`config.mk`:
```
export PLATFORM = sky130hd
export DESIGN_NAME = branch_ctrl
export DESIGN_NICKNAME = d
export VERILOG_FILES = /design/src/rtl/branch_ctrl.sv
export SDC_FILE = /design/constraint.sdc
export NUM_CORES = 1
export LEC_CHECK = 0
export BUFFER_PORTS_ARGS = -buffer_cell sky130_fd_sc_hd__buf_2
export CORE_MARGIN = 3
export CORE_UTILIZATION = 56
export CTS_BUF_LIST = sky130_fd_sc_hd__clkbuf_4
export DETAILED_ROUTE_END_ITERATION = 8
export GPL_TIMING_DRIVEN = 0
export HOLD_SLACK_MARGIN = 0.02
export PLACE_DENSITY = 0.92
export RECOVER_POWER = 50
export SLEW_MARGIN = 10
export SYNTH_ARGS = -nofsm -noshare
export SYNTH_HDL_FRONTEND = slang
export SYNTH_SLANG_ARGS = --single-unit
export TNS_END_PERCENT = 50
```
`constraint.sdc`:
```
create_clock -name clk_i -period 5.3 [get_ports clk_i]
set_input_delay 1.06 -clock clk_i [delete_from_list [all_inputs] [get_ports clk_i]]
set_output_delay 1.06 -clock clk_i [all_outputs]
set_load 0.01 [all_outputs]
```
`src/rtl/branch_ctrl.sv`:
```
// Branch resolution and 2-bit BHT prediction for the RV32I pipeline.
// Resolves EX-stage branches, redirects fetch on a mispredict and squashes the wrong-path IF/ID stages.
module branch_ctrl #(
    parameter int BHT_DEPTH    = 16,
    parameter int FLUSH_CYCLES = 2,
    parameter int CNT_W        = 32
) (
    input  logic             clk_i,
    input  logic             rst_ni,
    input  logic [31:0]      if_pc_i,
    input  logic             if_is_br_i,
    output logic             if_pred_taken_o,
    input  logic             ex_valid_i,
    input  logic             ex_is_br_i,
    input  logic [2:0]       ex_funct3_i,
    input  logic [31:0]      ex_pc_i,
    input  logic [31:0]      ex_target_i,
    input  logic             ex_pred_taken_i,
    input  logic             br_less_i,
    input  logic             br_equal_i,
    output logic             br_unsigned_o,
    output logic             ex_taken_o,
    output logic             mispredict_o,
    output logic [31:0]      redirect_pc_o,
    output logic             flush_o,
    output logic [CNT_W-1:0] br_cnt_o,
    output logic [CNT_W-1:0] mispred_cnt_o
);

    localparam int IDX_W = $clog2(BHT_DEPTH);
    localparam int FC_W  = $clog2(FLUSH_CYCLES + 1);

    typedef enum logic {
        IDLE,
        FLUSH
    } state_t;

    state_t          state_q, state_d;
    logic [FC_W-1:0] flush_cnt_q, flush_cnt_d;
    logic [1:0]      bht_q [BHT_DEPTH];
    logic            rv;
    logic            cond_taken;
    logic [IDX_W-1:0] if_idx;
    logic [IDX_W-1:0] ex_idx;
    logic            unused_pc_bits;

    function automatic logic [1:0] sat_update(input logic [1:0] cnt, input logic taken);
        logic [1:0] res;
        res = cnt;
        if (taken && cnt != 2'b11) begin
            res = cnt + 2'b01;
        end else if (!taken && cnt != 2'b00) begin
            res = cnt - 2'b01;
        end
        return res;
    endfunction

    // Unsigned select goes out combinationally so the comparator flags settle this cycle.
    assign br_unsigned_o = ex_funct3_i[1];

    always_comb begin
        cond_taken = 1'b0;
        case (ex_funct3_i)
            3'b000:  cond_taken = br_equal_i;
            3'b001:  cond_taken = !br_equal_i;
            3'b100:  cond_taken = br_less_i;
            3'b101:  cond_taken = !br_less_i;
            3'b110:  cond_taken = br_less_i;
            3'b111:  cond_taken = !br_less_i;
            default: cond_taken = 1'b0;
        endcase
    end

    // EX holds wrong-path instructions while the flush counter is running.
    assign rv            = ex_valid_i & ex_is_br_i & (flush_cnt_q == '0);
    assign ex_taken_o    = rv & cond_taken;
    assign mispredict_o  = rv & (ex_taken_o != ex_pred_taken_i);
    assign redirect_pc_o = !mispredict_o ? 32'd0 :
                           ex_taken_o    ? ex_target_i : ex_pc_i + 32'd4;

    assign if_idx          = if_pc_i[IDX_W+1:2];
    assign ex_idx          = ex_pc_i[IDX_W+1:2];
    assign if_pred_taken_o = if_is_br_i & bht_q[if_idx][1];
    assign unused_pc_bits  = ^{if_pc_i[31:IDX_W+2], if_pc_i[1:0]};

    // No bypass: a fetch read of the entry being updated sees the old counter.
    always_ff @(posedge clk_i or negedge rst_ni) begin
        if (!rst_ni) begin
            for (int i = 0; i < BHT_DEPTH; i++) begin
                bht_q[i] <= 2'b01;
            end
        end else if (rv) begin
            bht_q[ex_idx] <= sat_update(bht_q[ex_idx], ex_taken_o);
        end
    end

    always_ff @(posedge clk_i or negedge rst_ni) begin
        if (!rst_ni) begin
            state_q     <= IDLE;
            flush_cnt_q <= '0;
        end else begin
            state_q     <= state_d;
            flush_cnt_q <= flush_cnt_d;
        end
    end

    always_comb begin
        state_d     = state_q;
        flush_cnt_d = flush_cnt_q;
        case (state_q)
            IDLE: begin
                if (mispredict_o) begin
                    state_d     = FLUSH;
                    flush_cnt_d = FC_W'(FLUSH_CYCLES);
                end
            end
            FLUSH: begin
                flush_cnt_d = flush_cnt_q - FC_W'(1);
                if (flush_cnt_q == FC_W'(1)) begin
                    state_d = IDLE;
                end
            end
            default: begin
                state_d     = IDLE;
                flush_cnt_d = '0;
            end
        endcase
    end

    assign flush_o = (state_q == FLUSH);

    always_ff @(posedge clk_i or negedge rst_ni) begin
        if (!rst_ni) begin
            br_cnt_o      <= '0;
            mispred_cnt_o <= '0;
        end else begin
            if (rv) begin
                br_cnt_o <= br_cnt_o + CNT_W'(1);
            end
            if (mispredict_o) begin
                mispred_cnt_o <= mispred_cnt_o + CNT_W'(1);
            end
        end
    end

endmodule

```
# Word level (Yosys, flattened, before mapping)
# Index checks and enable logic that the tools add are counted.
# classes
n_addsub,6
order_cmp,3
eq_ne,9
muxes,20
bitwise_logic,8
n_reduce_logical,11
# ops
cell,n
"32-bit by 1-bit adder with 32-bit output, second input constant",2
32-bit 2-to-1 mux,2
"32-bit by 3-bit adder with 32-bit output, second input constant",1
32-bit bitwise mux,1
2-bit 2-to-1 mux,9
2-bit binary-select mux with 4-bit select,2
"3-bit equality test, second input constant",4
"5-bit >= comparator, second input constant",2
4-bit inverter with 5-bit output,2
2-bit demux with 4-bit select,1
1-bit bitwise AND,5
"5-bit by 1-bit less-than comparator with 1-bit output, second input constant",1
"2-bit != test, second input constant",2
1-bit case mux with 4 select lines,1
2-bit case mux with 2 select lines,1
2-bit OR reduction,2
"2-bit by 1-bit subtractor with 2-bit output, second input constant",2
"3-bit by 1-bit equality test with 1-bit output, second input constant",1
1-bit logical AND,3
1-bit zero test,3
3-bit zero test,1
"2-bit by 1-bit adder with 2-bit output, second input constant",1
"2-bit by 1-bit equality test with 1-bit output, second input constant",1
2-bit zero test,1
other kinds (5),6
# word_totals
ff_bits,99
input_bits,107
out_inout_bits,101
elab_cells,77

# Longest topological paths before layout
# depth
ltp_word,10
ltp_mapped,12

# Worst setup path after synthesis
# OpenSTA, ideal clock, no wires.
# synth_path
kind,input -> output
startpoint,in ex_pc_i[5]
endpoint,out redirect_pc_o[30]
arrival_time_ps,2652
required_ps,4240
path_slack_ps,1588
cell_stages,8
path_cell_list,buf_2 > and4_4 > nand4_4 > or2_1 > buf_2 > or3_1 > xor2_1 > a211oi_2
# synth_via
elab_chain_len,3
# synth_lines
item,line,source
"start, declared",16,"input logic [31:0] ex_pc_i,"
32-bit by 3-bit adder with 32-bit output,79,ex_taken_o ? ex_target_i : ex_pc_i + 32'd4;
32-bit 2-to-1 mux,79,
32-bit 2-to-1 mux,78,assign redirect_pc_o = !mispredict_o ? 32'd0 :
"end, declared",24,"output logic [31:0] redirect_pc_o,"
# Every way passes these cells.

# Worst setup path after layout
# layout_path
startpoint,in ex_funct3_i[0]
endpoint,out redirect_pc_o[26]
# layout_via
elab_chain_len,7
elab_cells_between_ends,14
cone_classes,6 x eq/ne; 3 x mux; 2 x bitwise; 3 x reduce/logical
# layout_lines
item,line,source
"start, declared",15,"input logic [2:0] ex_funct3_i,"
3-bit equality test,63,case (ex_funct3_i)
2-bit OR reduction (no source line),n/a,
1-bit case mux with 4 select lines (*),63,
1-bit bitwise AND (*),76,assign ex_taken_o = rv & cond_taken;
1-bit != test,77,assign mispredict_o = rv & (ex_taken_o != ex_pred_taken_i);
1-bit bitwise AND,77,
32-bit 2-to-1 mux (*),78,
# Mark *: on every way between the ends. The rest lies on a longest branch, timed or not.

==> metrics.txt <==
RSZ-0062 raised after global routing=false; PD cells=214 mW/mm²; FILL cells=805; Critical Path Source Type=input port; height of the die=109 µm; final core occ=a little over two thirds; Initial Utilization=approximately three fifths; period utilisation layout=80.2%; drt wl/cell=between 15 and 20 µm; DR pass1 iterations=5; CP max FO=10; Port Buf Inserts=about 180; CTS tree=done; Hold Buf Count CTS=0; DP Worst Slack=1.04 ns; Total GRT Usage=a little over a quarter; Critical Path End Type=output port; CTS Root Cell=clkbuf_4; Crit. Startpoint=ex_funct3_i[0]; Slew headroom=-80.4%; Final Skew=0.0139 ns; initial antenna violation count=0; via count=5368; Lkg Pwr=0.00331 µW; origin of the critical flop-to-flop path=bht_q[25]$_DFFE_PN0P_; Post-Syn Nets=735; status=complete, but fails checks; Fin Setup TNS=0 ns; top cell type by total area after synthesis=dfrtp_1; Clock Path Buffers=2; hold_sp=bht_q[26]$_DFFE_PN1P_; postcts setup bufs=0; total inserted antenna cells=0; most frequent cells in the layout=buf_2 (157), nand2_1 (97), dfrtp_1 (83); mapped cell area=0.00591 mm²; Setup CP Type=input port to output port; Total Power=about 1500 µW; nets@finish=923; layout cell share with drive strength beyond 1=28.9%; WL final=between 15 and 20 mm; failing checks=capacitance limit, slew limit; P&R area growth vs syn=19.4%; Worst Path Arrival=3.19 ns; GRT Residual Overflow=0; worst hold path class=register to register; Clock Latency Late Sink=0.44 ns; FP Rows=36; final hold violations=0; register-to-register setup slack=2.72 ns; core footprint=0.0100 mm²; Final Max Tran Viols=50; Syn Inst Count=~620; IO Pins=roughly 210; Worst-Margin Slew=approximately 2.7 ns; Setup violations, final=0; Sink Count=just under 100; hold path depth=2; H-tree levels=3; Post-CTS Resized=0; dpl hpwl=12.5 mm; sequential share of the synthesized area=42.3%; post-route ant nets=0; Die ar.=0.0118 mm²; Synth top area share=35.2%; first-pass GRT wire length=25.5 mm; Vias/cell=~5.7; worst reg2reg path depth=11; DRC violations left=0; GP Congestion=0.938; largest net degree at the start of global routing=51; Yosys reg bits=99; Synth warnings=0; synthesized area per cell=9.56 µm²; vias in the first global route=5362; Critical Path RT=4.24 ns; Area contributors post-synth=dfrtp_1 (35%), xnor2_1 (7.7%), dfstp_2 (7.1%); Clock transition at path regs=0.15 ns; synth unique cells=55; die width=109 µm; leading cell type in the layout, fill and taps excluded=buf_2; # Max-Cap Violations=1; worst IR drop on VDD=131 µV; Iteration-0 DRC Markers=357; Max Freq=235 MHz; CTS buffer count=9; Tmin final=4.25 ns; PnR worst setup slack=~1.1 ns
[routing by layer]
metal / track usage, % / vias up / wire (µm)
met5: 0 / - / 0
met4: 9.11 / 0 / 363
met3: 4.91 / 30 / 990
met2: 49.2 / 199 / 8220
met1: 33.0 / 2617 / 6220
li1: - / 2522 / -
[flip-flops by register name, summed over array words and instances (netlist names)]
name	flops
bht_q	32
br_cnt_o	32
flush_cnt_q	2
flush_o	1
mispred_cnt_o	32
[metrics by stage]
stage / std cells / hold WS, ns / area (µm²)
2_1_floorplan: 618 / 0.441 / 5910
3_3_place_gp: 927 / 0.449 / 6960
3_5_place_dp: 928 / 0.454 / 6990
4_1_cts: 944 / 0.475 / 7100
5_1_grt: 944 / 0.495 / 7050
6_report: 944 / 0.476 / 7050
[kinds of logic after synthesis]
group	synth area share, %
XOR/XNOR	14.1
adder cells (fa/ha/maj)	2.12
multiplexers	5.61
AO/OA/AOI/OAI	8.58
buffers and inverters	3.37
AND/OR/NAND/NOR	24.0
flip-flops	42.3
[worst paths after layout]
path,end
min in group asynchronous,mispred_cnt_o[14]$_DFFE_PN0P_
min,bht_q[26]$_DFFE_PN1P_
max in group asynchronous,bht_q[23]$_DFFE_PN0P_
max reg2reg,bht_q[0]$_DFFE_PN1P_
min reg2reg,bht_q[26]$_DFFE_PN1P_
max,redirect_pc_o[26]
[layout make-up]
type,instances,area [µm²],share of cell area [%]
multi-input cells,477,3210,45.5
flip-flops and latches,99,2500,35.4
repair buffers,177,873,12.4
well taps,133,166,2.36
plain buffers,24,131,1.86
clock buffers,9,67.6,0.958
inverters,18,67.6,0.958
clock inverters,7,42.5,0.603
[report_power, final]
| part | switching, µW | leakage (µW) | total, µW | internal [µW] |
|---|---|---|---|---|
| combinational | 187 | 0.00196 | 315 | 128 |
| sequential | 47.5 | 0.00129 | 849 | 801 |
| clock | 253 | 0.0000616 | 348 | 95.5 |
| total | 487 | 0.00331 | 1510 | 1020 |
[critical path: stages]
cell	delay, ns
buf_2	0.11
xor2_1	0.16
a22oi_2	0.47
nand2b_1	0.18
buf_2	0.21
buf_1	0.42
nor2_1	0.09
a211oi_1	0.29
buf_2	0.19
[Yosys cell counts, drive strengths merged]
cell and instances:
a22o 2, xnor2 53, buf 18, o21ai 32
nand2 97, nor2 71, and2b 1, a211oi 28
nor3b 1, dfrtp 83, nand3 32, mux2 1
or2 4, a21oi 5, xor2 41, inv 17
clkbuf 6, mux2i 2, nand2b 1, and2 5
nor2b 4, or3 4, mux4 13, or4 1
nor3 12, a31oi 1, nor4 7, a22oi 3
nand4 28, dfstp 16, a41oi 1, clkinv 1
and3 7, ha 10, and4 9, a31o 1
Note: power is estimated with default switching activity, not from simulation.
